$ cat src/rtl/display_pkg.sv
// Shared constants and types for the multiplexed seven-segment display.
// Segment codes are active-low, bit order {g,f,e,d,c,b,a}.
package display_pkg;

  localparam logic [6:0] DASH  = 7'b0111111;
  localparam logic [6:0] BLANK = 7'b1111111;

  // Index 0 is the rightmost entry; nibbles 10..15 never come out of a valid conversion.
  localparam logic [15:0][6:0] SEG_LUT = {
    BLANK, BLANK, BLANK, BLANK, BLANK, BLANK,
    7'b0010000,  // 9
    7'b0000000,  // 8
    7'b1111000,  // 7
    7'b0000010,  // 6
    7'b0010010,  // 5
    7'b0011001,  // 4
    7'b0110000,  // 3
    7'b0100100,  // 2
    7'b1111001,  // 1
    7'b1000000   // 0
  };

  typedef enum logic {
    IDLE    = 1'b0,
    CONVERT = 1'b1
  } conv_state_t;

  function automatic logic [31:0] MAX_VALUE(input int num_digits);
    logic [31:0] m;
    m = 32'd1;
    for (int i = 0; i < num_digits; i++) begin
      m = m * 32'd10;
    end
    return m - 32'd1;
  endfunction

endpackage

$ cat src/rtl/bin2bcd_seq.sv
// Iterative double-dabble binary to BCD converter, one bit per cycle.
// Latency IN_WIDTH cycles after load; load is ignored while busy, valid pulses with the final bcd.
module bin2bcd_seq
  import display_pkg::*;
#(
  parameter int NUM_DIGITS = 4,
  parameter int IN_WIDTH   = 14
) (
  input  logic                    clk,
  input  logic                    reset,
  input  logic [IN_WIDTH-1:0]     value,
  input  logic                    load,
  output logic                    busy,
  output logic [4*NUM_DIGITS-1:0] bcd,
  output logic                    valid
);

  localparam int BW = 4 * NUM_DIGITS;
  localparam int CW = $clog2(IN_WIDTH + 1);
  localparam logic [CW-1:0] LAST = CW'(IN_WIDTH - 1);

  conv_state_t state, state_nxt;
  logic [IN_WIDTH-1:0]    bin_q, bin_nxt;
  logic [BW-1:0]          acc_q, acc_nxt, acc_adj;
  logic [CW-1:0]          cnt_q, cnt_nxt;
  logic [BW+IN_WIDTH-1:0] shifted;

  always_comb begin
    acc_adj = acc_q;
    for (int i = 0; i < NUM_DIGITS; i++) begin
      if (acc_q[4*i +: 4] >= 4'd5) begin
        acc_adj[4*i +: 4] = acc_q[4*i +: 4] + 4'd3;
      end
    end
  end

  // Carry out of the top nibble falls off the end; the overflow flag covers that case.
  assign shifted = {acc_adj, bin_q} << 1;
  assign bcd     = shifted[BW+IN_WIDTH-1:IN_WIDTH];
  assign busy    = (state == CONVERT);

  always_comb begin
    state_nxt = state;
    bin_nxt   = bin_q;
    acc_nxt   = acc_q;
    cnt_nxt   = cnt_q;
    valid     = 1'b0;
    case (state)
      IDLE: begin
        if (load) begin
          bin_nxt   = value;
          acc_nxt   = '0;
          cnt_nxt   = '0;
          state_nxt = CONVERT;
        end
      end
      CONVERT: begin
        acc_nxt = shifted[BW+IN_WIDTH-1:IN_WIDTH];
        bin_nxt = shifted[IN_WIDTH-1:0];
        cnt_nxt = cnt_q + CW'(1);
        if (cnt_q == LAST) begin
          valid     = 1'b1;
          state_nxt = IDLE;
        end
      end
      default: state_nxt = IDLE;
    endcase
  end

  always_ff @(posedge clk or negedge reset) begin
    if (!reset) begin
      state <= IDLE;
      bin_q <= '0;
      acc_q <= '0;
      cnt_q <= '0;
    end else begin
      state <= state_nxt;
      bin_q <= bin_nxt;
      acc_q <= acc_nxt;
      cnt_q <= cnt_nxt;
    end
  end

endmodule

$ cat src/rtl/display_scan.sv
// Multiplexed common-anode seven-segment driver; optional leading-zero blanking via DISPLAY_SCAN_LZB_EN.
// New value reaches the pins IN_WIDTH+1 cycles after load; loads while busy are dropped.
module display_scan
  import display_pkg::*;
#(
  parameter int NUM_DIGITS       = 4,
  parameter int IN_WIDTH         = 14,
  parameter int REFRESH_OVERFLOW = 2**19 - 1
) (
  input  logic                  clk,
  input  logic                  reset,
  input  logic [IN_WIDTH-1:0]   value,
  input  logic                  load,
  output logic                  busy,
  output logic                  overflow,
  output logic [NUM_DIGITS-1:0] digit_select,
  output logic [6:0]            led_select
);

  localparam int BW = 4 * NUM_DIGITS;
  localparam int RW = (REFRESH_OVERFLOW > 0) ? $clog2(REFRESH_OVERFLOW + 1) : 1;
  localparam int IW = (NUM_DIGITS > 1) ? $clog2(NUM_DIGITS) : 1;

  logic [BW-1:0]         conv_bcd;
  logic                  conv_valid;
  logic [BW-1:0]         digits_q;
  logic                  overflow_q;
  logic [RW-1:0]         refresh_cnt;
  logic [IW-1:0]         idx;
  logic [3:0]            nib;
  logic [6:0]            seg_nxt;
  logic [NUM_DIGITS-1:0] sel_nxt;

  bin2bcd_seq #(
    .NUM_DIGITS (NUM_DIGITS),
    .IN_WIDTH   (IN_WIDTH)
  ) u_conv (
    .clk   (clk),
    .reset (reset),
    .value (value),
    .load  (load),
    .busy  (busy),
    .bcd   (conv_bcd),
    .valid (conv_valid)
  );

  assign overflow = overflow_q;

  // Flag is taken at load time so dashes appear before the conversion finishes.
  always_ff @(posedge clk or negedge reset) begin
    if (!reset) begin
      overflow_q <= 1'b0;
      digits_q   <= '0;
    end else begin
      if (load && !busy) begin
        overflow_q <= (32'(value) > MAX_VALUE(NUM_DIGITS));
      end
      if (conv_valid) begin
        digits_q <= conv_bcd;
      end
    end
  end

  always_ff @(posedge clk or negedge reset) begin
    if (!reset) begin
      refresh_cnt <= '0;
      idx         <= '0;
    end else if (refresh_cnt == RW'(REFRESH_OVERFLOW)) begin
      refresh_cnt <= '0;
      idx         <= (idx == IW'(NUM_DIGITS - 1)) ? '0 : idx + IW'(1);
    end else begin
      refresh_cnt <= refresh_cnt + RW'(1);
    end
  end

`ifdef DISPLAY_SCAN_LZB_EN
  logic [NUM_DIGITS-1:0] lead_zero;

  always_comb begin
    logic run;
    run       = 1'b1;
    lead_zero = '0;
    for (int i = NUM_DIGITS - 1; i >= 0; i--) begin
      run          = run && (digits_q[4*i +: 4] == 4'd0);
      lead_zero[i] = run;
    end
  end
`endif

  always_comb begin
    nib     = digits_q[4*int'(idx) +: 4];
    seg_nxt = SEG_LUT[nib];
`ifdef DISPLAY_SCAN_LZB_EN
    if ((idx != '0) && lead_zero[idx]) begin
      seg_nxt = BLANK;
    end
`endif
    if (overflow_q) begin
      seg_nxt = DASH;
    end
    sel_nxt      = '1;
    sel_nxt[idx] = 1'b0;
  end

  always_ff @(posedge clk or negedge reset) begin
    if (!reset) begin
      digit_select <= '1;
      led_select   <= BLANK;
    end else begin
      digit_select <= sel_nxt;
      led_select   <= seg_nxt;
    end
  end

endmodule

$ cat config.mk
export PLATFORM = sky130hd
export DESIGN_NAME = display_scan
export DESIGN_NICKNAME = d
export VERILOG_FILES = /design/src/rtl/display_pkg.sv /design/src/rtl/bin2bcd_seq.sv /design/src/rtl/display_scan.sv
export SDC_FILE = /design/constraint.sdc
export NUM_CORES = 1
export LEC_CHECK = 0
export ABC_AREA = 1
export CORE_MARGIN = 2
export CORE_UTILIZATION = 25
export DETAILED_ROUTE_END_ITERATION = 16
export SYNTH_ARGS = -nofsm -noshare
export SYNTH_HDL_FRONTEND = slang
export SYNTH_SLANG_ARGS = --single-unit
$ cat constraint.sdc
create_clock -name clk -period 1.5 [get_ports clk]
set_clock_uncertainty 0.05 [all_clocks]
set_input_delay 0.15 -clock clk [delete_from_list [all_inputs] [get_ports clk]]
set_output_delay 0.15 -clock clk [all_outputs]
set_load 0.02 [all_outputs]
Yosys cells after proc, flatten, opt, wreduce, memory -nomap -nowiden
Memories as Yosys holds them, arrays and structs flattened. Cells that the tools add are included.

Flip-flop bits (word level): 84. Bits in read-only memories: 112. Input port bits: 17. Output and inout port bits: 13. Word-level logic and storage cells: 57. Memories kept: 1.

Memory list: (name not given) (words 16, bits a word 7, rd ports 1, clocked after memory_dff 0, wr ports 0, RTL line display_scan.sv:92) `seg_nxt = SEG_LUT[nib];`.

Add/sub/neg operators: 7. Magnitude comparators: 8. Equality and inequality tests: 4. Shifts and indexed selects: 1. Muxes and demuxes: 21. Bitwise gates (word level): 2. Reduce and logical (&&, ||, !) cells: 3.

Operators by type and width (count): 16-bit one-hot mux with 2 select lines (1); 14-bit one-hot mux with 2 select lines (1); 19-bit by 1-bit adder with 19-bit output (second input constant) (1); 19-bit equality test (second input constant) (1); 19-bit 2-to-1 mux (1); 4-bit by 3-bit greater-or-equal comparator with 1-bit output (second input constant) (4); 16-bit 2-to-1 mux (1); 4-bit 2-to-1 mux (4); 16-bit by 5-bit variable part select with 4-bit output (1); 14-bit > comparator (second input constant) (1); 14-bit 2-to-1 mux (1); 7-bit 2-to-1 mux (2); 4-bit by 2-bit adder with 4-bit output (second input constant) (3); 4-bit one-hot mux with 2 select lines (1); 4-bit by 5-bit < comparator with 1-bit output (second input constant) (1); 1-bit 2-to-1 mux (5); 4-bit by 1-bit adder with 4-bit output (second input constant) (1); 4-bit equality test (second input constant) (1); 4-bit inverter (1); 3-bit by 2-bit adder with 3-bit output (second input constant) (1); 2-bit by 3-bit < comparator with 1-bit output (second input constant) (1); 3-bit 2-to-1 mux (1); 2-bit by 1-bit adder with 2-bit output (second input constant) (1); 1-bit demux with 2-bit select (1); other kinds (8) (9).

Depth between registers and ports, before layout
Gate-level depths: netlist of run 1.

Depth after elaboration: 5. Mapped depth: 10. Depth with buffers taken out: 10.

By module
A second synthesis of run 1 with hierarchy kept.

Cell total of the unflattened synthesis: 509. Area total of the unflattened synthesis: 4483.0 um^2.

By module, submodules not included: display_scan (instances 1, cells each 264, area an instance 2461.1 um^2, sequential area each 1239.9 um^2); bin2bcd_seq (instances 1, cells each 245, area an instance 2021.9 um^2, sequential area each 875.8 um^2).

Least setup slack after synthesis of run 1
OpenSTA, ideal clock, no wires.

Kind: register -> register. Start: register idx[0]. End: register led_select[5]. Data arrival time: 1.367 ns. Slack: -0.002 ns. Stages on the path, launching flop included: 10. Cells stage by stage: dfrtp_1 -> buf_6 -> nand2_1 -> nand3_1 -> nand2_1 -> inv_1 -> ha_1 -> nand3b_1 -> nand3_1 -> nand3_1.

Word-level cells in the longest chain between the ends: 4.

RTL lines: start: declaration (RTL line display_scan.sv:29) `logic [IW-1:0] idx;`; start signal: assignment (RTL line display_scan.sv:70) `idx <= (idx == IW'(NUM_DIGITS - 1)) ? '0 : idx + IW'(1);`; 16-bit by 5-bit variable part select with 4-bit output (RTL line display_scan.sv:91) `nib = digits_q[4*int'(idx) +: 4];`; memory read 16 x 7 bit; 7-bit 2-to-1 mux (implied by the code) (RTL line display_scan.sv:92); 7-bit 2-to-1 mux (RTL line display_scan.sv:98) `if (overflow_q) begin`; via seg_nxt[5] (RTL line display_scan.sv:31) `logic [6:0] seg_nxt;`; end signal: assignment (RTL line display_scan.sv:111) `led_select <= seg_nxt;`; end: declaration (RTL line display_scan.sv:17) `output logic [6:0] led_select`.

The timed path passes the listed nets, and every way through them passes these cells. The select of a mux whose other input is x is not followed. A chain may end at the register's enable or synchronous reset.

Worst setup path after layout of run 1
Same ends and word-level chain as after synthesis.

==> results.json, run 1 <==
{
  "yosysWarnings": 0,
  "areaGrowthSynthToFinish_pct": 35.2,
  "gr-usage-all-layers_pct": 9.94,
  "drc_errors": 0,
  "n_antenna_cell": 0,
  "num_vias": 3261,
  "path_cells": "buf_6 -> nand2_2 -> nand3_2 -> nand2_4 -> inv_4 -> ha_4 -> nand3b_1 -> nand3_1 -> nand3_1",
  "drive_gt1_share_pct": 25.7,
  "routed_wl_um": 8660,
  "cpPeakStageDelay_ns": 0.41,
  "htree_levels": 3,
  "io_buffers": 29,
  "cp.required_ns": 1.69,
  "critPathSlowestCell": "dfrtp_1",
  "clock_path_buffers": 2,
  "n_fill_cell": 1678,
  "hold_viol": 0,
  "synth_area_per_cell_um2": 8.89,
  "core-area_um2": 16500,
  "slew_violations": 0,
  "multi_input_area_um2": 2040,
  "fin_crit_sh_pct": 98.7,
  "startpoint_type": "flip-flop",
  "post-route-util_pct": 34.3,
  "peakVddDrop_uv": 651,
  "rows": 47,
  "worst-endpoint-arrival_ns": 1.67,
  "r2r-start": "idx[0]",
  "cts_tree": "built",
  "numCtsBuffers": 9,
  "synthCells": 472,
  "synth_top_family_by_area": "simple AND/OR/NAND/NOR gates",
  "hold_ws_ns": 0.215,
  "start_util_pct": 25.4,
  "io_pins": 30,
  "synth-seq-cells": 84,
  "grt_pass1_vias": 3117,
  "finalSetupViolations": 0,
  "finalNetCount": 585,
  "status": "finished clean",
  "cts_root_buf": "clkbuf_16",
  "final_area_um2": 5670,
  "antenna_found_initial": 0,
  "worst_slew_pin_slew_ns": 0.358,
  "pwr_density_cell_nw_per_um2": 1760,
  "ys_seq_area_share_pct": 50.4,
  "clk_pin_slew_ns": 0.06,
  "synth_xor_area_share_pct": 3.55,
  "clock_sinks": 84,
  "synth_mux_area_share_pct": 0,
  "worstPathMaxFanout": 6,
  "ant_nets": 0,
  "synthAdderAreaFrac_pct": 6.26,
  "relSlewSlack_pct": 76.1,
  "worst_path_most_repeated_cell": "nand3_1",
  "fin_crit_ns": 1.48,
  "max_cap_viol_count": 0,
  "synth_simple_gate_area_share_pct": 23.5,
  "hpwl_um": 6090,
  "ys_types": 32,
  "critPathCaptureType": "flip-flop",
  "fp.dieW_um": 134,
  "synth-compound-area-share_pct": 9.78,
  "cp_top_family": "simple AND/OR/NAND/NOR gates",
  "via_per_inst": 4.22,
  "path_buf_inv": 2,
  "firstDrtPassIters": 4,
  "max_freq_mhz": 676,
  "grt_first_pass_wirelength_um": 14500,
  "die_y_um": 134,
  "detail_route.iter0.violations": 112,
  "synth_area_um2": 4200,
  "placed_cell_area_um2": 5010,
  "clk_latency_ns": 0.34,
  "rsz0062_at_grt": "yes",
  "hp-class": "in2async",
  "wl_per_cell_um": 11.2,
  "startpoint": "idx[0]",
  "crit_type": "reg2reg",
  "synth_fp_nets": 510,
  "p_leak_nw": 2.66,
  "grt_max_degree": 33,
  "die-area_um2": 17800,
  "grt_overflow": 0,
  "gp_congestion": 0.819,
  "ff_latch_area_um2": 2120
}
-- cells in the mapped netlist --
cell | number | area share, %
o21ai_1 | 3 | 0.36
ha_1 | 21 | 6.3
o221ai_1 | 1 | 0.21
dfstp_2 | 11 | 6.9
nand4_1 | 2 | 0.30
nand2_2 | 5 | 0.75
nor2_1 | 24 | 2.1
buf_4 | 1 | 0.18
inv_1 | 55 | 4.9
dfrtp_1 | 73 | 44
nand3_2 | 5 | 1.2
nor2_8 | 1 | 0.48
nand2_1 | 121 | 11
nand3b_1 | 3 | 0.54
clkbuf_1 | 4 | 0.36
nor2_4 | 4 | 1.1
inv_2 | 2 | 0.18
buf_2 | 5 | 0.60
xor2_1 | 15 | 3.1
nor2_2 | 6 | 0.89
o22ai_1 | 12 | 1.8
o21ai_0 | 34 | 4.1
a31oi_1 | 1 | 0.15
buf_6 | 1 | 0.27
a22oi_1 | 6 | 1.1
nand4_4 | 1 | 0.51
nand3_1 | 39 | 4.7
xnor2_1 | 2 | 0.42
a21oi_1 | 3 | 0.36
or2_2 | 1 | 0.15
o21bai_1 | 2 | 0.36
o211ai_1 | 8 | 1.4
-- cell usage in the layout (no fill, tap or decap), types with 3 or more instances in the layout --
master / n
nand2_1: 108
dfrtp_1: 71
inv_1: 48
buf_4: 38
nand3_1: 30
o21ai_0: 25
nor2_1: 24
nand2_2: 15
ha_1: 15
clkdlybuf4s50_1: 15
dlygate4sd2_1: 13
nand3_2: 11
xor2_1: 11
o22ai_1: 11
dfstp_2: 11
o21ai_1: 10
clkbuf_16: 9
o211ai_1: 8
inv_2: 7
nor2_2: 6
a22oi_1: 6
nor2_4: 5
buf_12: 5
xor2_2: 4
ha_4: 4
nand2_4: 3
nand3_4: 3
nand3b_1: 3
bufinv_16: 3
-- stage by stage --
| stage | cells | setup TNS [ns] | setup WS, ns | power (mW) |
|---|---|---|---|---|
| after CTS | 761 | 0 | 0.00214 | 9.48 |
| after floorplan | 472 | 0 | 0.0386 | 5.75 |
| final | 772 | 0 | 0.0202 | 10.0 |
| after global placement | 744 | 0 | 0.0294 | 6.94 |
| after global routing | 772 | -0.232 | -0.0680 | 10.8 |
| after detailed placement | 744 | -0.00950 | -0.00950 | 6.99 |
-- power by group --
group / switching [mW] / internal [mW]
Combinational: 2.27 / 1.66
Sequential: 0.476 / 3.07
Clock: 0.893 / 1.63
Total: 3.64 / 6.37
-- logic make-up (layout without fill, tap and decap cells) --
family	after synthesis	count (layout)
compound gates	70	70
xor+xnor	17	17
fa+ha+maj	21	21
buf+inv	68	147
flops	84	84
simple gates	212	213
-- final cells by class --
cell class,instances,area share (%)
Clock inverter,6,1.99
Timing Repair Buffer,74,12.0
Tap cell,220,4.85
Clock buffer,10,4.04
Multi-Input combinational cell,321,35.9
Inverter,57,3.86
Sequential cell,84,37.3
-- routing by layer --
layer | routed length [µm] | GRT usage [%] | share of wire [%]
met1 | 4090 | 13.1 | 47
met2 | 4180 | 15.9 | 48
met3 | 222 | 2.09 | 2.6
met4 | 168 | 4.02 | 1.9
met5 | 0 | 0 | 0
-- registers in the layout, summed over array words and instances, names as in the netlist --
register and cells:
refresh_cnt 19, digits_q 16, u_conv.acc_q 16, u_conv.bin_q 14
led_select 7, digit_select 4, u_conv.cnt_q 4, idx 2
overflow 1, u_conv.busy 1
-- final timing paths --
| path | endpoint | slack [ns] | cells past startpoint |
|---|---|---|---|
| hold reg to reg | u_conv.bin_q[1] | 0.44 | 2 |
| min in group clk | u_conv.bin_q[0] | 0.29 | 3 |
| max in group asynchronous | led_select[5] | 0.67 | 3 |
| setup / recovery | led_select[5] | 0.02 | 9 |
| setup reg to reg | led_select[5] | 0.02 | 9 |
| hold / removal | refresh_cnt[3] | 0.22 | 2 |
-- repair_timing --
action                                  CTS  global route
setup buffers                             0            10
resized for setup                        15            65
cloned                                    0             1
pin swaps                                 1            23
endpoints found under the setup margin   14            37
hold buffers                              1             0
endpoints found under the hold margin    34             0
(Power assumes the default switching activity.)
==> inputs of run 2 (changes only) <==
DONT_BUFFER_PORTS = 1   (was unset)
==> results.json, run 2 (synthesis gave the netlist of run 1 again) <==
{
  "status": "finished with violations",
  "violations": "hold timing",
  "startpoint_type": "flip-flop",
  "wl_per_cell_um": 11.5,
  "die_y_um": 134,
  "num_vias": 3237,
  "stdcell_count": 749,
  "pre_cts_ws_ns": 0.0125,
  "fp.dieW_um": 134,
  "grt_overflow": 0,
  "areaGrowthSynthToFinish_pct": 30.3,
  "final_common_cell": "nand2_1",
  "crit_type": "reg2reg",
  "start_util_pct": 25.4,
  "routed_wl_um": 8590,
  "worstPathMaxFanout": 4,
  "cts_tree": "built",
  "reg.largest.list": "refresh_cnt (19), digits_q (16), u_conv.acc_q (16)",
  "gp_congestion": 0.817,
  "clk_pin_slew_ns": 0.06,
  "cp.required_ns": 1.70,
  "finalNetCount": 562,
  "antenna_found_initial": 0,
  "final_area_um2": 5470,
  "place_inst": 706,
  "firstDrtPassIters": 4,
  "via_per_inst": 4.32,
  "slew_violations": 0,
  "regMostFlops": "refresh_cnt",
  "die-area_um2": 17800,
  "htree_levels": 3,
  "grt_max_degree": 85,
  "grt_pass1_vias": 3064,
  "clock_path_buffers": 2,
  "io_pins": 30,
  "core-area_um2": 16500,
  "numCtsBuffers": 9,
  "fin_ws_ns": 0.0327,
  "drive_gt1_share_pct": 25.5,
  "clock_sinks": 84,
  "p_leak_nw": 2.53,
  "io_buffers": 0,
  "gr-usage-all-layers_pct": 9.77,
  "clk_latency_ns": 0.33,
  "layout_common_cells": "108 x nand2_1, 70 x dfrtp_1, 48 x inv_1",
  "hp-class": "in2async",
  "max_cap_viol_count": 0,
  "ctsHoldBuffers": 15,
  "ff_latch_area_um2": 2120,
  "finalSetupViolations": 0,
  "drc_errors": 0,
  "worst-endpoint-arrival_ns": 1.67,
  "critPathCaptureType": "flip-flop",
  "placed_cell_area_um2": 4640,
  "max_freq_mhz": 682,
  "cts_root_buf": "clkbuf_16",
  "grt_first_pass_wirelength_um": 14300,
  "hpwl_um": 5690,
  "multi_input_area_um2": 2030,
  "hold_viol": 84,
  "largest_register_ffs": 19,
  "fin_crit_sh_pct": 97.8,
  "n_fill_cell": 1674,
  "detail_route.iter0.violations": 166,
  "hold_ws_ns": -0.544,
  "peakVddDrop_uv": 656,
  "ant_nets": 0,
  "rows": 47,
  "n_antenna_cell": 0,
  "fin_crit_ns": 1.47,
  "worst_slew_pin_slew_ns": 0.343,
  "rsz0062_at_grt": "yes",
  "relSlewSlack_pct": 77.1,
  "pwr_density_cell_nw_per_um2": 1780,
  "post-route-util_pct": 33.1
}
[run 2: cell count changes in the layout (fill, tap and decap cells not counted), moves of 3 or more]
cell             previous run  this run
nor2_1                     24        20
buf_4                      38        30
nor2_2                      6         9
dlygate4sd3_1               1        15
clkdlybuf4s50_1            15         0
dlygate4sd2_1              13         0
[run 2: final timing paths]
check	startpoint	to	slack, ns	cells after the start
worst max-delay path	idx[0]	led_select[6]	0.03	10
worst min-delay path	reset	refresh_cnt[2]	-0.54	0
worst max register to register	idx[0]	led_select[6]	0.03	10
worst min register to register	digits_q[6]	digits_q[6]	0.44	2
max in group asynchronous	reset	led_select[2]	1.72	0
min in group clk	load	u_conv.bin_q[12]	0.03	2
[run 2: critical path, stage by stage (launching register included)]
cell	delay (ns)
dfrtp_2	0.45
buf_6	0.14
nand2_2	0.06
nand3_2	0.08
nand2_4	0.11
inv_4	0.06
ha_2	0.18
nand3_1	0.07
nand3_1	0.07
nand2_1	0.07
nor2_1	0.04
[run 2: repair_timing]
action,4_1_cts,5_1_grt
endpoints found under the hold margin,101,84
resized for setup,0,72
setup buffers,0,11
endpoints found under the setup margin,0,42
[run 2: routing by layer]
layer	vias to the layer above	global-route usage [%]	share of wire, %
met5	-	0	0
met3	8	2.13	1.9
li1	1646	-	-
met1	1549	13.5	49
met4	0	3.37	1.3
met2	34	15.1	48
[run 2: stage by stage]
stage	TNS, ns	power [mW]
finish	0	9.75
global route	-0.232	10.5
global placement	0	6.58
floorplan	0	5.75
CTS	0	9.28
detailed placement	0	6.63
[run 2: layout make-up]
type                       count  share of cell area [%]
clock inverter                 5                    1.97
sequential                    84                    38.8
multi-input combinational    321                    37.1
clock buffer                  11                    4.44
tap                          220                    5.04
timing repair buffer          51                    8.58
inverter                      57                    4.12
[run 2: power by group]
part	switching [mW]	internal (mW)	leakage [nW]
Sequential	0.639	3.09	1.04
Combinational	1.99	1.46	1.31
Clock	0.894	1.68	0.170
==> inputs of run 3 (changes only) <==
CORE_UTILIZATION = 45   (was 25)
CTS_BUF_LIST = sky130_fd_sc_hd__clkbuf_2 sky130_fd_sc_hd__clkbuf_4 sky130_fd_sc_hd__clkbuf_8   (was unset)
SLEW_MARGIN = 10   (was unset)
==> results.json, run 3 (synthesis gave the netlist of run 1 again) <==
{
  "fin_crit_ns": 1.45,
  "die-area_um2": 10100,
  "placed_cell_area_um2": 4440,
  "ctsHoldBuffers": 15,
  "relSlewSlack_pct": 73.2,
  "worst-endpoint-arrival_ns": 1.68,
  "largest_register_ffs": 19,
  "worst_slew_pin_slew_ns": 0.401,
  "finalPower_mw": 8.67,
  "switching_share_pct": 40.5,
  "clk_pin_slew_ns": 0.09,
  "firstDrtPassIters": 4,
  "io_buffers": 0,
  "hp-class": "in2async",
  "regMostFlops": "refresh_cnt",
  "violations": "hold timing",
  "slew_violations": 0,
  "io_pins": 30,
  "reg.largest.list": "refresh_cnt (19), digits_q (16), u_conv.acc_q (16)",
  "die_y_um": 101,
  "rsz0062_at_grt": "yes",
  "worstPathMaxFanout": 7,
  "hpwl_um": 5700,
  "grt_first_pass_wirelength_um": 14400,
  "drc_errors": 0,
  "fp.dieW_um": 101,
  "max_freq_mhz": 688,
  "grt_pass1_vias": 3110,
  "crit_type": "reg2reg",
  "via_per_inst": 5.08,
  "gp_congestion": 0.840,
  "wl_per_cell_um": 13.4,
  "final_common_cell": "nand2_1",
  "status": "finished with violations",
  "internal_power_mw": 5.16,
  "cp.required_ns": 1.73,
  "drive_gt1_share_pct": 23.5,
  "peakVddDrop_uv": 906,
  "finalSetupViolations": 0,
  "fin_crit_sh_pct": 97.0,
  "critPathCaptureType": "flip-flop",
  "sequentialPowerShare_pct": 42.8,
  "hold_viol": 84,
  "routed_wl_um": 8480,
  "fin_ws_ns": 0.0457,
  "clock_path_buffers": 2,
  "cts_root_buf": "clkbuf_8",
  "finalNetCount": 557,
  "p_clk_share_pct": 17.6,
  "max_cap_viol_count": 0,
  "reg2reg_depth": 8,
  "p_leak_nw": 2.43,
  "final_area_um2": 5070,
  "r2r-start": "idx[0]",
  "ant_nets": 0,
  "pwr_density_cell_nw_per_um2": 1710,
  "grt_overflow": 0,
  "pre_cts_ws_ns": -0.149,
  "core-area_um2": 9150,
  "areaGrowthSynthToFinish_pct": 20.9,
  "htree_levels": 3,
  "rows": 35,
  "cts_tree": "built",
  "p_switching_mw": 3.51,
  "start_util_pct": 45.9,
  "gr-usage-all-layers_pct": 17.9,
  "grt_max_degree": 85,
  "clock_sinks": 84,
  "num_vias": 3227,
  "startpoint_type": "flip-flop",
  "reg2reg_to": "led_select[3]",
  "layout_common_cells": "113 x nand2_1, 72 x dfrtp_1, 47 x inv_1",
  "antenna_found_initial": 0,
  "clk_latency_ns": 0.35,
  "rrSetupSlack_ns": 0.05,
  "comb_power_share_pct": 39.6,
  "n_antenna_cell": 0,
  "numCtsBuffers": 9,
  "detail_route.iter0.violations": 95,
  "hold_ws_ns": -0.566
}
==> run 3: cell types whose count changed in the layout (fill, tap and decap cells not counted), moves of 3 or more <==
cell and change:
nor2_1 +4, bufinv_16 -3, nor2_2 -3, clkbuf_8 +9, clkbuf_16 -9, nand2_1 +5
nand2_2 -5
==> run 3: final cells by class <==
cell class	count	area, µm²
inverter	57	221
multi-input combinational	321	2010
clock inverter	6	48.8
clock buffer	10	138
tap	111	139
sequential	84	2120
fill	810	4080
timing repair buffer	46	399
==> run 3: power by group through the flow <==
stage	logic (mW)	registers, mW	clock network, mW
6_report	3.43	3.71	1.53
5_1_grt	3.95	3.81	1.68
4_1_cts	2.95	3.69	1.58
3_5_place_dp	2.89	3.72	0
3_3_place_gp	2.77	3.72	0
2_1_floorplan	2.18	3.58	0
==> run 3: how the worst max path moves through the flow <==
stage                     slack, ns    from            end  cells after the start
final                          0.05  idx[0]  led_select[3]                      8
after global routing          -0.04  idx[0]  led_select[3]                      8
after CTS                    -0.001  idx[0]  led_select[5]                      9
after detailed placement      -0.15  idx[0]  led_select[5]                      9
after global placement        -0.02  idx[0]  led_select[5]                      9
after floorplan                0.04  idx[0]  led_select[5]                      9
==> run 3: through the flow <==
stage                     TNS (ns)  utilization (%)  cells  hold WS (ns)
after floorplan                  0                -    472        -0.196
after global placement     -0.0170             48.5    592        -0.193
after detailed placement    -0.434             48.5    592        -0.193
after CTS                 -0.00141             52.7    628        -0.589
after global routing        -0.106             55.4    635        -0.602
final                            0             55.4    635        -0.566
==> run 3: repair_timing <==
action,in CTS,in global routing
resized for setup,4,58
endpoints found under the setup margin,13,38
pin swaps,2,14
setup buffers,4,7
gates cloned,1,0
hold endpoints to repair,101,84
==> run 3: critical path, stage by stage (launching register included) <==
cell,delay (ns)
dfrtp_2,0.46
inv_4,0.11
nand2_2,0.06
nand3_2,0.08
nand2_4,0.08
ha_1,0.31
nand3_2,0.09
nand3_1,0.07
nand3_1,0.06
==> run 3: layer usage <==
layer	part of all wire [%]	up-vias	wire, µm	global-route usage (%)
met3	2.3	8	193	3.19
met2	46	40	3930	27.4
met1	50	1553	4250	25.8
li1	-	1626	-	-
met4	1.2	0	99	6.32
met5	0	-	0	0
